`src/rtl/ex_muldiv_if.sv`:
```
// Request/response bundle between the execute-stage issue logic and the
// iterative RV32M multiply/divide unit.
interface ex_muldiv_if #(
  parameter int XLEN = 32
);
  logic            start;
  logic [2:0]      funct3;
  logic [XLEN-1:0] rs1_data;
  logic [XLEN-1:0] rs2_data;
  logic [4:0]      rd_addr_in;
  logic            busy;
  logic            done;
  logic            wb_en;
  logic [XLEN-1:0] result;
  logic [4:0]      rd_addr_out;

  modport master (
    output start, funct3, rs1_data, rs2_data, rd_addr_in,
    input  busy, done, wb_en, result, rd_addr_out
  );

  modport slave (
    input  start, funct3, rs1_data, rs2_data, rd_addr_in,
    output busy, done, wb_en, result, rd_addr_out
  );
endinterface

```
`src/rtl/ex_muldiv_unit.sv`:
```
// Iterative RV32M multiply/divide unit: radix-2 shift-add multiply and
// restoring divide on operand magnitudes, with sign fix-up in a final cycle.
module ex_muldiv_unit #(
  parameter int XLEN = 32
) (
  input logic        clk,
  input logic        rst_n,
  ex_muldiv_if.slave bus
);

  localparam int CW = $clog2(XLEN) + 1;

  localparam logic [2:0] F_MUL    = 3'b000;
  localparam logic [2:0] F_MULH   = 3'b001;
  localparam logic [2:0] F_MULHSU = 3'b010;
  localparam logic [2:0] F_MULHU  = 3'b011;
  localparam logic [2:0] F_DIV    = 3'b100;
  localparam logic [2:0] F_DIVU   = 3'b101;
  localparam logic [2:0] F_REM    = 3'b110;
  localparam logic [2:0] F_REMU   = 3'b111;

  localparam logic [XLEN-1:0] INT_MIN = {1'b1, {(XLEN-1){1'b0}}};

  typedef enum logic [1:0] {
    S_IDLE,
    S_CALC,
    S_FIXUP,
    S_DONE
  } state_t;

  function automatic logic [XLEN-1:0] neg_if(input logic [XLEN-1:0] x, input logic neg);
    return neg ? (-x) : x;
  endfunction

  function automatic logic [2*XLEN-1:0] neg_if_wide(input logic [2*XLEN-1:0] x, input logic neg);
    return neg ? (-x) : x;
  endfunction

  state_t              state_q, state_d;
  logic [CW-1:0]       cnt_q, cnt_d;
  logic [2:0]          op_q, op_d;
  logic                sa_q, sa_d;
  logic                sb_q, sb_d;
  logic [XLEN-1:0]     opb_q, opb_d;
  logic [2*XLEN-1:0]   acc_q, acc_d;
  logic [XLEN:0]       rem_q, rem_d;
  logic [4:0]          rd_q, rd_d;
  logic [4:0]          rd_out_q, rd_out_d;
  logic [XLEN-1:0]     result_q, result_d;

  // Operand decode at accept: signedness, magnitudes and the no-iteration cases
  logic            a_sgn, b_sgn;
  logic            in_sa, in_sb;
  logic [XLEN-1:0] mag_a, mag_b;
  logic            in_div_zero, in_ovf, in_special;
  logic [XLEN-1:0] special_res;

  always_comb begin
    a_sgn = 1'b0;
    b_sgn = 1'b0;
    case (bus.funct3)
      F_MULH, F_DIV, F_REM: begin
        a_sgn = 1'b1;
        b_sgn = 1'b1;
      end
      F_MULHSU: a_sgn = 1'b1;
      default: ;
    endcase
  end

  assign in_sa = a_sgn & bus.rs1_data[XLEN-1];
  assign in_sb = b_sgn & bus.rs2_data[XLEN-1];
  assign mag_a = neg_if(bus.rs1_data, in_sa);
  assign mag_b = neg_if(bus.rs2_data, in_sb);

  assign in_div_zero = bus.funct3[2] && (bus.rs2_data == '0);
  assign in_ovf      = bus.funct3[2] && !bus.funct3[0] &&
                       (bus.rs1_data == INT_MIN) && (bus.rs2_data == '1);
  assign in_special  = in_div_zero || in_ovf;

  always_comb begin
    special_res = '0;
    if (in_div_zero) special_res = bus.funct3[1] ? bus.rs1_data : '1;
    else             special_res = bus.funct3[1] ? '0 : INT_MIN;
  end

  // One iteration step: multiply adds the multiplicand when the low bit is set,
  // divide shifts the next dividend bit into the remainder and trial-subtracts.
  logic [XLEN:0]     mul_sum;
  logic [2*XLEN-1:0] mul_next;
  logic [XLEN:0]     rem_sh;
  logic [XLEN+1:0]   div_diff;
  logic              div_ok;
  logic [XLEN:0]     rem_next;
  logic [XLEN-1:0]   quo_next;

  assign mul_sum  = {1'b0, acc_q[2*XLEN-1:XLEN]} + (acc_q[0] ? {1'b0, opb_q} : '0);
  assign mul_next = {mul_sum, acc_q[XLEN-1:1]};
  assign rem_sh   = {rem_q[XLEN-1:0], acc_q[XLEN-1]};
  assign div_diff = {1'b0, rem_sh} - {2'b00, opb_q};
  assign div_ok   = !div_diff[XLEN+1];
  assign rem_next = div_ok ? div_diff[XLEN:0] : rem_sh;
  assign quo_next = {acc_q[XLEN-2:0], div_ok};

  // Sign correction and output-word selection
  logic [2*XLEN-1:0] prod_fix;
  logic [XLEN-1:0]   quo_fix, rem_fix, fix_res;

  assign prod_fix = neg_if_wide(acc_q, sa_q ^ sb_q);
  assign quo_fix  = neg_if(acc_q[XLEN-1:0], sa_q ^ sb_q);
  assign rem_fix  = neg_if(rem_q[XLEN-1:0], sa_q);

  always_comb begin
    fix_res = '0;
    case (op_q)
      F_MUL:                      fix_res = prod_fix[XLEN-1:0];
      F_MULH, F_MULHSU, F_MULHU:  fix_res = prod_fix[2*XLEN-1:XLEN];
      F_DIV, F_DIVU:              fix_res = quo_fix;
      F_REM, F_REMU:              fix_res = rem_fix;
      default:                    fix_res = '0;
    endcase
  end

  always_comb begin
    state_d  = state_q;
    cnt_d    = cnt_q;
    op_d     = op_q;
    sa_d     = sa_q;
    sb_d     = sb_q;
    opb_d    = opb_q;
    acc_d    = acc_q;
    rem_d    = rem_q;
    rd_d     = rd_q;
    rd_out_d = rd_out_q;
    result_d = result_q;
    case (state_q)
      S_IDLE, S_DONE: begin
        if (bus.start) begin
          op_d = bus.funct3;
          rd_d = bus.rd_addr_in;
          sa_d = in_sa;
          sb_d = in_sb;
          if (in_special) begin
            result_d = special_res;
            rd_out_d = bus.rd_addr_in;
            state_d  = S_DONE;
          end else begin
            state_d = S_CALC;
            cnt_d   = CW'(XLEN);
            rem_d   = '0;
            // Divide keeps the divisor in opb and shifts the dividend out of acc;
            // multiply keeps the multiplicand in opb and the multiplier in acc.
            opb_d   = bus.funct3[2] ? mag_b : mag_a;
            acc_d   = {{XLEN{1'b0}}, (bus.funct3[2] ? mag_a : mag_b)};
          end
        end else begin
          state_d = S_IDLE;
        end
      end
      S_CALC: begin
        cnt_d = cnt_q - 1'b1;
        if (op_q[2]) begin
          acc_d = {acc_q[2*XLEN-1:XLEN], quo_next};
          rem_d = rem_next;
        end else begin
          acc_d = mul_next;
        end
        if (cnt_q == CW'(1)) state_d = S_FIXUP;
      end
      S_FIXUP: begin
        result_d = fix_res;
        rd_out_d = rd_q;
        state_d  = S_DONE;
      end
      default: state_d = S_IDLE;
    endcase
  end

  always_ff @(posedge clk) begin
    if (!rst_n) begin
      state_q  <= S_IDLE;
      cnt_q    <= '0;
      op_q     <= '0;
      sa_q     <= 1'b0;
      sb_q     <= 1'b0;
      opb_q    <= '0;
      acc_q    <= '0;
      rem_q    <= '0;
      rd_q     <= '0;
      rd_out_q <= '0;
      result_q <= '0;
    end else begin
      state_q  <= state_d;
      cnt_q    <= cnt_d;
      op_q     <= op_d;
      sa_q     <= sa_d;
      sb_q     <= sb_d;
      opb_q    <= opb_d;
      acc_q    <= acc_d;
      rem_q    <= rem_d;
      rd_q     <= rd_d;
      rd_out_q <= rd_out_d;
      result_q <= result_d;
    end
  end

  assign bus.busy        = (state_q == S_CALC) || (state_q == S_FIXUP);
  assign bus.done        = (state_q == S_DONE);
  assign bus.wb_en       = (state_q == S_DONE) && (rd_out_q != 5'd0);
  assign bus.result      = result_q;
  assign bus.rd_addr_out = rd_out_q;

endmodule

```
`src/flat_wrapper.sv`:
```
// flat-port wrapper written by rule: the top's interface ports become plain ports
module ex_muldiv_unit_flat 
#(
  parameter int XLEN = 32
)
  (clk, rst_n, bus_start, bus_funct3, bus_rs1_data, bus_rs2_data, bus_rd_addr_in, bus_busy, bus_done, bus_wb_en, bus_result, bus_rd_addr_out);
  ex_muldiv_if #(.XLEN(XLEN)) bus_i ();
  input logic clk;
  input logic rst_n;
  input wire logic [$bits(bus_i.start)-1:0] bus_start;
  input wire logic [$bits(bus_i.funct3)-1:0] bus_funct3;
  input wire logic [$bits(bus_i.rs1_data)-1:0] bus_rs1_data;
  input wire logic [$bits(bus_i.rs2_data)-1:0] bus_rs2_data;
  input wire logic [$bits(bus_i.rd_addr_in)-1:0] bus_rd_addr_in;
  output wire logic [$bits(bus_i.busy)-1:0] bus_busy;
  output wire logic [$bits(bus_i.done)-1:0] bus_done;
  output wire logic [$bits(bus_i.wb_en)-1:0] bus_wb_en;
  output wire logic [$bits(bus_i.result)-1:0] bus_result;
  output wire logic [$bits(bus_i.rd_addr_out)-1:0] bus_rd_addr_out;
  assign bus_i.start = bus_start;
  assign bus_i.funct3 = bus_funct3;
  assign bus_i.rs1_data = bus_rs1_data;
  assign bus_i.rs2_data = bus_rs2_data;
  assign bus_i.rd_addr_in = bus_rd_addr_in;
  assign bus_busy = bus_i.busy;
  assign bus_done = bus_i.done;
  assign bus_wb_en = bus_i.wb_en;
  assign bus_result = bus_i.result;
  assign bus_rd_addr_out = bus_i.rd_addr_out;
  ex_muldiv_unit #(.XLEN(XLEN)) u_core (.clk(clk), .rst_n(rst_n), .bus(bus_i));
endmodule
```
`config.mk`:
```
export PLATFORM = sky130hd
export DESIGN_NAME = ex_muldiv_unit_flat
export DESIGN_NICKNAME = d
export VERILOG_FILES = /design/src/rtl/ex_muldiv_if.sv /design/src/rtl/ex_muldiv_unit.sv /design/src/flat_wrapper.sv
export SDC_FILE = /design/constraint.sdc
export NUM_CORES = 1
export LEC_CHECK = 0
export ABC_AREA = 0
export ABC_CLOCK_PERIOD_IN_PS = 4600
export CORE_MARGIN = 1
export CORE_UTILIZATION = 39
export DETAILED_ROUTE_END_ITERATION = 10
export SLEW_MARGIN = 20
export SYNTH_ARGS = -nofsm -noshare
export SYNTH_HDL_FRONTEND = slang
export SYNTH_SLANG_ARGS = --single-unit
```
`constraint.sdc`:
```
create_clock -name clk -period 4.6 [get_ports clk]
set_clock_uncertainty 0.05 [all_clocks]
set_input_delay 1.15 -clock clk [delete_from_list [all_inputs] [get_ports clk]]
set_output_delay 1.15 -clock clk [all_outputs]
set_load 0.01 [all_outputs]
```
==> flow_summary.json <==
{
  "ctsResizeCount": 0,
  "cts_buffers": 17,
  "initial_core_util_pct": 39.73,
  "clockBufferDepth": 2,
  "pin_count": 115,
  "postRouteAntennaNets": 0,
  "place.gp.congestion": 1.024,
  "synthXorXnorAreaFrac_pct": 10.82,
  "max_freq_ghz": 0.2401,
  "first_pass_iters": 6,
  "min_period_ns": 4.165,
  "die_area_sq_um": 41480,
  "cts_tree": "built",
  "rsz0062_at_grt": "no",
  "clock-sinks": 183,
  "placed_area_sq_um": 18000,
  "htree_levels": 4,
  "syn_inst": 2173,
  "ys_types": 86,
  "grt_usage_pct": 30.64,
  "clk_latency_ns": 0.46,
  "intPower_mw": 4.311,
  "dieHeight_um": 203.7,
  "r2r_cells": 11,
  "root_buffer": "clkbuf_16",
  "synth_fp_nets": 2324,
  "avgSynthCellArea_sq_um": 7.298,
  "worstSetupStartpointType": "input pin",
  "worstSetupEndpointType": "flip-flop",
  "min_path_cells": 2,
  "final_nets": 2412,
  "drcViolationCount": 0,
  "seqPwrFrac_pct": 27.7,
  "p_comb_share_pct": 54.6,
  "crit_fanout": 31,
  "synthAdderAreaFrac_pct": 6.091,
  "finalSetupViolCount": 0,
  "coreArea_sq_um": 39910,
  "required_ns": 4.87,
  "powerDensity_nw_per_um2": 441.4,
  "postCtsSetupBuffers": 0,
  "grt_max_degree": 68,
  "synth-seq-area-share_pct": 23.10,
  "ys_ff_latch": 183,
  "drive_gt1_share_pct": 7.828,
  "grt_pass1_vias": 15800,
  "vdd_drop_max_v": 0.0002858,
  "p_switching_mw": 3.878,
  "synth_top_family_by_area": "compound AO/OA/AOI/OAI gates",
  "rows": 73,
  "synthFlopType": "dfxtp_1",
  "status": "complete, no violations",
  "clkTransAtPathRegs_ns": 0.07,
  "grt_antenna_before_repair": 1,
  "period_share_pct": 90.54,
  "synth_edf_count": 0,
  "holdBufCountCts": 0,
  "die_x_um": 203.7,
  "maxCapViolCount": 0,
  "synthSimpleGateAreaFrac_pct": 22.56,
  "viasPerCell": 6.134,
  "nFillCells": 3938,
  "synth_area_sq_um": 15860,
  "pwr-share-clk_pct": 17.7,
  "ys_warn_count": 0,
  "netSwitchingFraction_pct": 47.35,
  "portBuffers": 114,
  "gr-total-overflow": 0,
  "path_class": "input pin to flip-flop",
  "grt_pass1_wl_um": 96680,
  "drt-initial-drc-count": 1736,
  "synth-async-reset-ratio_pct": 0,
  "timing.final.hold_violations": 0,
  "synth-compound-area-share_pct": 28.37,
  "arrival_ns": 4.43,
  "hold_path.class": "flip-flop to flip-flop",
  "vias": 17180,
  "wl_per_cell_um": 22.90,
  "tightestPinTransition_ns": 1.114,
  "fin_tns_setup_ns": 0,
  "relSlewSlack_pct": 25.76,
  "synth_mux_area_share_pct": 3.400,
  "hpwl_um": 50860,
  "wl_um": 64120,
  "syn2layout_area_growth_pct": 16.99,
  "maxSlewViolCount": 0,
  "power.leakage_nw": 7.023,
  "fin_area_sq_um": 18550
}
## metrics by stage
step,cells,hold WS [ns],setup WS [ns],utilization (%),power [mW]
after floorplan,2173,0.3819,0.6550,-,4.969
after global placement,2767,0.3906,0.1204,45.09,6.599
after detailed placement,2767,0.3970,0.09243,45.09,6.650
after CTS,2799,0.4060,0.5411,46.48,8.097
after global routing,2799,0.4229,0.3374,46.48,8.622
final,2800,0.4030,0.4354,46.48,8.189
## flip-flops by register name, indices dropped and copies added, names as in the netlist
signal / count
u_core.acc_q: 64
u_core.bus.rd_addr_out: 5
u_core.bus.result: 32
u_core.cnt_q: 6
u_core.op_q: 3
u_core.opb_q: 32
u_core.rd_q: 5
u_core.rem_q: 32
u_core.sa_q: 1
u_core.sb_q: 1
u_core.state_q: 2
## cells in the mapped netlist, drive strengths merged, types with 35 or more instances
master,instances,area (sq um)
nand2,232,878.3
nor2,223,854.6
a21oi,188,952.2
dfxtp,183,3664
o21ai,126,630.6
clkbuf,102,382.9
xnor2,101,884.6
xor2,95,832.1
inv,90,337.8
ha,74,925.9
nor3,67,340.3
a211oi,61,457.9
nand4,47,294.0
o211ai,43,322.8
nand3,39,200.2
buf,37,172.7
mux2i,37,370.4
a31oi,35,219.0
## layout make-up
| type | instances | area, sq um | share of cell area, % |
|---|---|---|---|
| Multi-Input combinational cell | 1760 | 11340 | 61.15 |
| Sequential cell | 183 | 3665 | 19.75 |
| Timing Repair Buffer | 208 | 1987 | 10.71 |
| Tap cell | 525 | 656.9 | 3.541 |
| Clock buffer | 19 | 432.9 | 2.333 |
| Inverter | 91 | 342.8 | 1.848 |
| Clock inverter | 13 | 121.4 | 0.6542 |
| Antenna cell | 1 | 2.502 | 0.01349 |
## cell families (layout without fill, tap and decap cells)
| group | count (synthesis) | after routing |
|---|---|---|
| XOR/XNOR | 196 | 196 |
| flip-flops | 183 | 183 |
| multiplexers | 52 | 52 |
| AND/OR/NAND/NOR | 750 | 750 |
| other | 0 | 1 |
| adder cells (fa/ha/maj) | 76 | 76 |
| buffers and inverters | 230 | 331 |
| AO/OA/AOI/OAI | 686 | 686 |
## worst paths after layout
| path | startpoint | end | slack [ns] |
|---|---|---|---|
| min | u_core.opb_q[7] | u_core.opb_q[7] | 0.40 |
| max reg2reg | u_core.opb_q[11] | u_core.rem_q[3] | 0.52 |
| min reg2reg | u_core.opb_q[7] | u_core.opb_q[7] | 0.40 |
| max | bus_rs1_data[26] | u_core.rem_q[3] | 0.44 |
## worst max-delay path, cell delays in order
cell and delay [ns]:
clkdlybuf4s50_1 0.50, or4_1 0.69, nor4_1 0.48, buf_4 0.22, nand4_1 0.13, o22ai_4 0.17
buf_12 0.15, o22ai_4 0.15, buf_4 0.20, a21oi_2 0.16, buf_12 0.21, nand2_1 0.07
o311ai_0 0.12
## layer usage
| metal | vias to the layer above | wire length, um | GRT usage (%) |
|---|---|---|---|
| met5 | - | 18 | 0 |
| met4 | 2 | 2762 | 13.45 |
| met3 | 137 | 5363 | 5.609 |
| met2 | 757 | 28020 | 46.90 |
| met1 | 8112 | 27960 | 41.71 |
| li1 | 8168 | - | - |
## cells in the final DEF (no fill, tap or decap), drive strengths merged, types with 67 or more instances in the layout
| cell | netlist | final |
|---|---|---|
| nand2 | 232 | 232 |
| nor2 | 223 | 223 |
| a21oi | 188 | 188 |
| dfxtp | 183 | 183 |
| o21ai | 126 | 126 |
| clkdlybuf4s50 | 0 | 112 |
| xnor2 | 101 | 101 |
| xor2 | 95 | 95 |
| buf | 37 | 95 |
| inv | 90 | 92 |
| ha | 74 | 74 |
| nor3 | 67 | 67 |
## power by group through the flow
stage                     clock (mW)  sequential [mW]  combinational [mW]
after floorplan                    0             2.15                2.82
after global placement             0             2.27                4.33
after detailed placement           0             2.28                4.37
after CTS                       1.46             2.25                4.38
after global routing            1.53             2.31                4.79
final                           1.45             2.27                4.47
No activity file was read; power rests on OpenSTA's default activity.
